<file path="config.mk">
export PLATFORM = sky130hd
export DESIGN_NAME = pe_a10_tc2sm
export DESIGN_NICKNAME = d
export VERILOG_FILES = /design/src/rtl/pe_a10_tc2sm.sv
export SDC_FILE = /design/constraint.sdc
export NUM_CORES = 1
export LEC_CHECK = 0
export ABC_AREA = 1
export ABC_CLOCK_PERIOD_IN_PS = 800
export CAP_MARGIN = 20
export CORE_MARGIN = 1.5
export CORE_UTILIZATION = 38
export CTS_BUF_LIST = sky130_fd_sc_hd__clkbuf_4 sky130_fd_sc_hd__clkbuf_8
export CTS_CLUSTER_DIAMETER = 80
export DETAILED_ROUTE_END_ITERATION = 16
export PLACE_DENSITY_LB_ADDON = 0.3
export SETUP_SLACK_MARGIN = 0.3
export SLEW_MARGIN = 20
export SYNTH_ARGS = -nofsm -noshare
export SYNTH_HDL_FRONTEND = slang
export SYNTH_SLANG_ARGS = --single-unit
</file>
<file path="constraint.sdc">
create_clock -name clk -period 0.8 [get_ports clk]
set_input_delay 0.16 -clock clk [delete_from_list [all_inputs] [get_ports clk]]
set_output_delay 0.16 -clock clk [all_outputs]
set_load 0.01 [all_outputs]
</file>
<file path="src/rtl/pe_a10_tc2sm.sv">
// Two-stage two's-complement to sign/magnitude converter with magnitude saturation.
// Define PE_TC2SM_SAT_CNT_EN to include the 16-bit saturation event counter.
module pe_a10_tc2sm #(
    parameter int SIZE = 4
) (
    input  logic            clk,
    input  logic            reset,
    input  logic [SIZE+1:0] din,
    input  logic            din_valid,
    output logic            din_ready,
    output logic [SIZE-1:0] dout_mag,
    output logic            dout_sign,
    output logic            dout_sat,
    output logic            dout_valid,
    input  logic            dout_ready,
    input  logic            sat_clr,
    output logic [15:0]     sat_count
);
    localparam int W = SIZE + 2;

    logic            s1_valid_q, s1_valid_d;
    logic            s1_sign_q, s1_sign_d;
    logic [W-1:0]    s1_abs_q, s1_abs_d;
    logic            dout_valid_q, dout_valid_d;
    logic            dout_sign_q, dout_sign_d;
    logic            dout_sat_q, dout_sat_d;
    logic [SIZE-1:0] dout_mag_q, dout_mag_d;
    logic            s2_load;
    logic            s1_load;
    logic            s1_sat;

    // Handshake: a word moves across an interface on a rising edge where valid and ready are
    // both 1; a producer holds valid and keeps its data unchanged until the word is taken.
    assign s2_load   = !dout_valid_q || dout_ready;
    assign s1_load   = !s1_valid_q || s2_load;
    assign din_ready = s1_load;

    always_comb begin
        s1_valid_d = s1_valid_q;
        s1_sign_d  = s1_sign_q;
        s1_abs_d   = s1_abs_q;
        if (s1_load) begin
            s1_valid_d = din_valid;
            if (din_valid) begin
                s1_sign_d = din[W-1];
                // Full input width keeps |-2^(SIZE+1)| representable as an unsigned value
                s1_abs_d  = din[W-1] ? (~din + W'(1)) : din;
            end
        end
    end

    assign s1_sat = |s1_abs_q[W-1:SIZE];

    always_comb begin
        dout_valid_d = dout_valid_q;
        dout_sign_d  = dout_sign_q;
        dout_sat_d   = dout_sat_q;
        dout_mag_d   = dout_mag_q;
        if (s2_load) begin
            dout_valid_d = s1_valid_q;
            if (s1_valid_q) begin
                dout_sign_d = s1_sign_q;
                dout_sat_d  = s1_sat;
                dout_mag_d  = s1_sat ? '1 : s1_abs_q[SIZE-1:0];
            end
        end
    end

    always_ff @(posedge clk) begin
        if (reset) begin
            s1_valid_q   <= 1'b0;
            s1_sign_q    <= 1'b0;
            s1_abs_q     <= '0;
            dout_valid_q <= 1'b0;
            dout_sign_q  <= 1'b0;
            dout_sat_q   <= 1'b0;
            dout_mag_q   <= '0;
        end else begin
            s1_valid_q   <= s1_valid_d;
            s1_sign_q    <= s1_sign_d;
            s1_abs_q     <= s1_abs_d;
            dout_valid_q <= dout_valid_d;
            dout_sign_q  <= dout_sign_d;
            dout_sat_q   <= dout_sat_d;
            dout_mag_q   <= dout_mag_d;
        end
    end

    assign dout_valid = dout_valid_q;
    assign dout_sign  = dout_sign_q;
    assign dout_sat   = dout_sat_q;
    assign dout_mag   = dout_mag_q;

`ifdef PE_TC2SM_SAT_CNT_EN
    logic [15:0] sat_cnt_q, sat_cnt_d;

    // Clear beats a same-cycle increment; the count sticks at all-ones
    always_comb begin
        sat_cnt_d = sat_cnt_q;
        if (sat_clr) begin
            sat_cnt_d = '0;
        end else if (dout_valid_q && dout_ready && dout_sat_q && (sat_cnt_q != 16'hFFFF)) begin
            sat_cnt_d = sat_cnt_q + 16'd1;
        end
    end

    always_ff @(posedge clk) begin
        if (reset) begin
            sat_cnt_q <= '0;
        end else begin
            sat_cnt_q <= sat_cnt_d;
        end
    end

    assign sat_count = sat_cnt_q;
`else
    logic unused_sat_clr;
    assign unused_sat_clr = sat_clr;
    assign sat_count      = '0;
`endif
endmodule

</file>
Yosys cells after proc, flatten, opt, wreduce, memory -nomap -nowiden
Cells that the tools add are included.
{ "word_totals": {"ff_bits": 15, "input_bits": 11} }
{ "classes": {"add_sub_neg": 1, "bitwise_logic": 1, "n_mux": 2, "n_reduce_logical": 7} }
{ "op_table": {"columns": ["op", "n"], "rows": [
  ["$add 6x1->6 const B", 1],
  ["$mux 6", 1],
  ["$not 6->6", 1],
  ["$mux 4", 1],
  ["$reduce_and 2->1", 2],
  ["$logic_not 1->1", 2],
  ["$logic_or 1x1->1", 2],
  ["$reduce_or 2->1", 1]
]} }

Logic depth before layout (Yosys ltp)
Gate-level depths: netlist of the first run.
{ "logic_depth": {"word_depth": 4, "mapped_depth": 9} }

Worst setup path after synthesis of the first run
No wires, ideal clock.
{ "synth_timing": {"path_type": "register to register", "from": "register dout_valid_q (netlist: dout_valid)", "to": "register s1_abs_q[3]", "t_arrival_ns": 0.896, "setup_slack_ns": -0.213, "path_buffers": 0, "stages_incl_launch_ff": 6, "period_less_slack_ns": 1.013, "setup_ns": 0.117, "cell_sequence": "dfxtp_1 nand3_4 nand2_4 inv_2 o21ai_0 nor2_1"} }
{ "synth_between": {"elab_chain_cells": 4} }
{ "synth_rtl": {"columns": ["item", "line", "rtl"], "rows": [
  ["start, declared", "24", "logic dout_valid_q, dout_valid_d;"],
  ["start signal, assigned", "82", "dout_valid_q <= dout_valid_d;"],
  ["$logic_not 1->1", "34", "assign s2_load = !dout_valid_q || dout_ready;"],
  ["$logic_or 1x1->1", "34", null],
  ["$logic_or 1x1->1", "35", "assign s1_load = !s1_valid_q || s2_load;"],
  ["named net din_ready", "10", "output logic din_ready,"],
  ["$reduce_and 2->1 (no line)", null, null],
  ["end signal, assigned", "81", "s1_abs_q <= s1_abs_d;"],
  ["end, declared", "23", "logic [W-1:0] s1_abs_q, s1_abs_d;"]
]} }
The timed path passes the listed nets, and every way through them passes these cells.
A chain may end at the register's enable or synchronous reset.

Worst setup path in the final report of the first run
{ "layout_timing": {"from": "register dout_valid_q (netlist: dout_valid)", "to": "register dout_mag_q[2] (netlist: dout_mag[2])"} }
{ "layout_between": {"elab_chain_cells": 3} }
{ "layout_rtl": {"columns": ["item", "line", "rtl"], "rows": [
  ["$logic_not 1->1", "34", null],
  ["$logic_or 1x1->1", "34", null],
  ["$reduce_and 2->1 (no line)", null, null],
  ["end signal, assigned", "85", "dout_mag_q <= dout_mag_d;"],
  ["end, declared", "27", "logic [SIZE-1:0] dout_mag_q, dout_mag_d;"]
]} }
Every way passes these cells.

==> flow_summary.toml, run 1 <==
[grt]
overflow = 0
track_usage = 0.136
antenna_found_initial = 0
grt_pass1_wl_um = 2580
grt_pass1_vias = 634
grt_max_degree = 11

[die]
ios = 35
die_x_um = 48.4
coreArea_sq_mm = 0.00196
die-area_sq_mm = 0.00235
die_h_um = 48.4
rows = 16
start_util = 0.400

[logic_synthesis]
ys_warn_count = 0
netlist_instances = 108
synth_area_leaders = "dfxtp_1, buf_4, nor2_1"
netlist_area_sq_um = 785
ys_seq_area_frac = 0.383
avgSynthCellArea_sq_um = 7.26
synth_top_area_frac = 0.383
yosys.area.top_type = "dfxtp_1"
synthDistinctLibCells = 18
yosys_register_bits = 15

[placed_design]
gp_congestion = 0.753
dp_hpwl_um = 1080
dp_slack_ps = -652
port_buffers = 17

[clock_tree]
numCtsBuffers = 3
cts_root_buffer = "clkbuf_4"
clock_sink_count = 15
postCtsHoldBufs = 0
clk_path_buf_depth = 2
cts_tree = "done"
clkSlewWorstSetupHoldPaths_ps = 90
htree_levels = 1
insertion_delay_ps = 270

[route]
first_pass_iters = 4
via_per_inst = 4.42
vias = 721
drt_iter0_drc = 7
route.detailed.drc = 0
routed_wl_um = 1630
wire_per_inst_um = 10.0
ant_nets = 0

[setup_path]
critPathMaxStageDelay_ps = 370
cp_max_fo = 7
crit_chain = "nand2_2, nand2_4, inv_6, nand3_4, nor2_2, nor2_1"
cp.arrival_ps = 1200
cp.required_ps = 970
cp-end-kind = "register"
slowest_stage = "dfxtp_4"
worst-setup-path-type = "reg2reg"
startpoint_type = "register"

[pwr]
p_leak_nw = 0.523
worst_ir_drop_vdd_mv = 0.726
power_density_mw_per_mm2 = 1500
totalPowerFinal_mw = 1.69

[layout]
n_antenna_cell = 0
nNetsFinal = 149
final_layout_size_suffix_gt1_frac = 0.390
final_util = 0.577
final_cell_mix = "nor2_1, conb_1, inv_1"
area_delta_synth_final_pct = 44.2

[sta]
setup_viol = 23
period_share = 1.29
finalSetupTns_ps = -3250
holdWs_ps = 341
rsz0062_at_grt = "yes"
hold_viol_final = 0
max_freq_mhz = 970
skew_ps = 5.89
slew_viol_final = 0
min_period_ps = 1030
fin_ws_ps = -231

[hold_path]
hp-class = "in2reg"

[outcome]
status = "complete, but fails checks"
violations = "setup timing"

[run]
cap_viol_max_count = 0
==> routing by layer <==
metal | routed length (um) | part of all wire | global-route usage
met1 | 662 | 0.41 | 0.168
met2 | 883 | 0.54 | 0.238
met3 | 65 | 0.040 | 0.00926
met4 | 20 | 0.012 | 0.0714
met5 | 0 | 0 | 0
==> worst max-delay path, delay by kind of cell, from the launching register on <==
kind | cells | cell delay [ps]
buf+inv | 1 | 90
flops | 1 | 370
simple gates | 5 | 450
==> cells by family after synthesis <==
logic type | count (synthesis) | share of synthesized area
and+or+nand+nor | 40 | 0.242
buffers and inverters | 31 | 0.226
AOI/OAI and AO/OA | 20 | 0.128
DFF | 15 | 0.383
adders and majority gates | 1 | 0.0159
other | 1 | 0.00478
==> area by class of cell <==
cell class	instances	area [sq um]
multi-input combinational	77	445
clock buffer	4	30.0
timing repair buffer	26	244
sequential	15	313
tap	27	33.8
fill	192	831
inverter	14	65.1
==> where the power goes <==
part	internal, mW	switching, mW
combinational	0.181	0.216
sequential	0.802	0.0397
clock	0.227	0.228
total	1.21	0.484
==> cells in the mapped netlist, drive strengths merged <==
cell    number
nor2        19
ha           1
nand3        7
nor3         1
o21ai       12
clkbuf       1
nand2       12
a21oi        8
conb         1
inv         14
nand4        1
buf         16
dfxtp       15
==> worst paths after layout <==
check                    from     endpoint  slack (ps)  cells after the start
setup reg to reg   dout_valid  dout_mag[2]        -230                      6
setup / recovery   dout_valid  dout_mag[2]        -230                      6
hold reg to reg   s1_abs_q[3]  dout_mag[3]         480                      2
hold / removal     dout_ready   dout_valid         340                      4
==> state kept, by name, indices dropped and copies added (netlist names) <==
register / count
s1_sign_q: 1
dout_mag: 4
s1_abs_q: 6
dout_sat: 1
dout_valid: 1
dout_sign: 1
s1_valid_q: 1
==> timing repair <==
item                       in CTS  in global routing
pin swaps                       6                  1
setup endpoints to repair      23                 23
resized for setup              74                  6
setup buffers                   0                  4
==> through the flow <==
step                      std cells  instance area, sq um
final                           163                  1130
after detailed placement        155                   971
after CTS                       159                  1080
after global routing            163                  1130
after floorplan                 123                   855
after global placement          155                   971
No activity file was read; power rests on OpenSTA's default activity.
==> run 2, diff against run 1 <==
--- a/config.mk
+++ b/config.mk
@@ -6,7 +6,7 @@
 export NUM_CORES = 1
 export LEC_CHECK = 0
 export ABC_AREA = 1
-export ABC_CLOCK_PERIOD_IN_PS = 800
+export ABC_CLOCK_PERIOD_IN_PS = 900
 export CAP_MARGIN = 20
 export CORE_MARGIN = 1.5
 export CORE_UTILIZATION = 38
==> constraint.sdc (replaced) <==
create_clock -name clk -period 0.9 [get_ports clk]
set_input_delay 0.18 -clock clk [delete_from_list [all_inputs] [get_ports clk]]
set_output_delay 0.18 -clock clk [all_outputs]
set_load 0.01 [all_outputs]
==> run 2 against run 1 <==
First-iteration DRC count down 71%. Hold slack worse by 31 ps. Count of clock-buffer cells in the layout down 1. Worst setup slack better by 100 ps. The flow still finishes with violations (setup timing). Clock skew down 1.1 ps. Sequential power down 12%. Combinational power down 17%. Global-route usage up 0.24 points. Critical path depth down 4. Clock power down 16%. Cell count down 1.2%.
==> flow_summary.toml, run 2 (synthesis results as in run 1) <==
[setup_path]
critPathMaxStageDelay_ps = 370
r2r_slack_ps = -90
slowest_stage = "dfxtp_4"
crit_end = "din_ready"
cp_max_fo = 3
r2r_cells = 6
rr_startpoint = "dout_valid"
cp.arrival_ps = 850
cp.required_ps = 720
rr_endpoint = "s1_abs_q[3]"
crit_chain = "nand3_4, buf_6"
worst-setup-path-type = "reg2out"
cp-end-kind = "output port"
startpoint_type = "register"
crit_family = "flip-flops"
worstSetupStartpoint = "dout_valid"
crit_buf_inv = 1
crit_cells = 2

[route]
routed_wl_um = 1450
ant_nets = 0
drt_iter0_drc = 2
wire_per_inst_um = 8.98
via_per_inst = 4.35
first_pass_iters = 3
vias = 701
route.detailed.drc = 0

[layout]
n_antenna_cell = 0
area_delta_synth_final_pct = 39.6
largest_reg_flops = 6
regMostFlops = "s1_abs_q"
final_layout_size_suffix_gt1_frac = 0.328
instances_no_fill = 161
fin_area_sq_mm = 0.00109
final_common_cell = "nor2_1"
nNetsFinal = 147
final_cell_mix = "nor2_1, conb_1, inv_1"

[clock_tree]
cts_root_buffer = "clkbuf_4"
clock_sink_count = 15
postCtsHoldBufs = 0
insertion_delay_ps = 290
clkSlewWorstSetupHoldPaths_ps = 80
clk_path_buf_depth = 2
htree_levels = 1
numCtsBuffers = 3
cts_tree = "done"

[die]
ios = 35
die-area_sq_mm = 0.00235
rows = 16
die_x_um = 48.4
coreArea_sq_mm = 0.00196
die_h_um = 48.4
start_util = 0.400

[outcome]
status = "complete, but fails checks"
violations = "setup timing"

[pwr]
totalPowerFinal_mw = 1.46
pwr-share-comb = 0.226
p_switching_uw = 429
p_clk_frac = 0.263
power_frac_seq = 0.511
p_int_mw = 1.03
swShare = 0.295
worst_ir_drop_vdd_mv = 0.553
p_leak_nw = 0.518
power_density_mw_per_mm2 = 1330

[grt]
antenna_found_initial = 0
grt_max_degree = 11
grt_pass1_vias = 592
overflow = 0
grt_pass1_wl_um = 2520
track_usage = 0.139

[placed_design]
place.detailed.instances = 155
gp_congestion = 0.718
port_buffers = 17
post_dp_cell_area_sq_um = 967
dp_hpwl_um = 1070

[sta]
holdWs_ps = 310
hold_viol_final = 0
rsz0062_at_grt = "yes"
slew_viol_final = 0
period_share = 1.15
max_freq_mhz = 970
min_period_ps = 1030
skew_ps = 4.80
setup_viol = 19
fin_ws_ps = -131

[hold_path]
hp-class = "in2reg"

[run]
cap_viol_max_count = 0
==> run 2: worst reg2reg max path: stages, from the launching register on <==
cell	delay [ps]
dfxtp_4	370
nand3_4	70
buf_4	160
nand2_8	90
inv_8	50
o21ai_1	110
nor2_1	50
==> run 2: power groups by stage <==
stage / Clock (mW) / Sequential [mW] / Combinational (mW)
3_3_place_gp: 0 / 0.746 / 0.283
2_1_floorplan: 0 / 0.756 / 0.200
6_report: 0.384 / 0.744 / 0.329
4_1_cts: 0.396 / 0.742 / 0.305
5_1_grt: 0.434 / 0.752 / 0.367
3_5_place_dp: 0 / 0.748 / 0.288
==> run 2: worst min path at each step <==
stage	depth (start not counted)	slack, ps	end	from
2_1_floorplan	1	240	dout_valid	reset
3_3_place_gp	2	450	s1_abs_q[0]	s1_abs_q[0]
3_5_place_dp	2	450	s1_abs_q[0]	s1_abs_q[0]
4_1_cts	4	340	s1_valid_q	dout_ready
5_1_grt	3	300	s1_valid_q	din_valid
6_report	3	310	s1_valid_q	din_valid
==> run 2: stage by stage <==
| stage | worst slack [ps] | util | setup TNS, ps |
|---|---|---|---|
| after CTS | -168 | 0.529 | -668 |
| after detailed placement | -619 | 0.493 | -7260 |
| after floorplan | -0.816 | - | -0.816 |
| after global placement | -602 | 0.493 | -6870 |
| after global routing | -177 | 0.558 | -2080 |
| final | -131 | 0.558 | -923 |
==> run 2: routing by layer <==
layer / vias up / global-route usage / part of all wire
li1: 367 / - / -
met1: 307 / 0.173 / 0.42
met2: 23 / 0.213 / 0.50
met3: 4 / 0.0185 / 0.043
met4: 0 / 0.114 / 0.040
met5: - / 0 / 0
==> run 2: area by class of cell <==
| cell class | instances | area (sq um) |
|---|---|---|
| multi-input combinational | 77 | 432 |
| clock inverter | 1 | 5.00 |
| sequential | 15 | 313 |
| timing repair buffer | 24 | 224 |
| fill | 203 | 867 |
| inverter | 14 | 65.1 |
| tap | 27 | 33.8 |
| clock buffer | 3 | 22.5 |
==> run 2: repair_timing <==
item / in CTS / in global routing
pin swaps: 6 / 1
setup endpoints to repair: 23 / 23
resized for setup: 62 / 12
setup buffers: 1 / 1
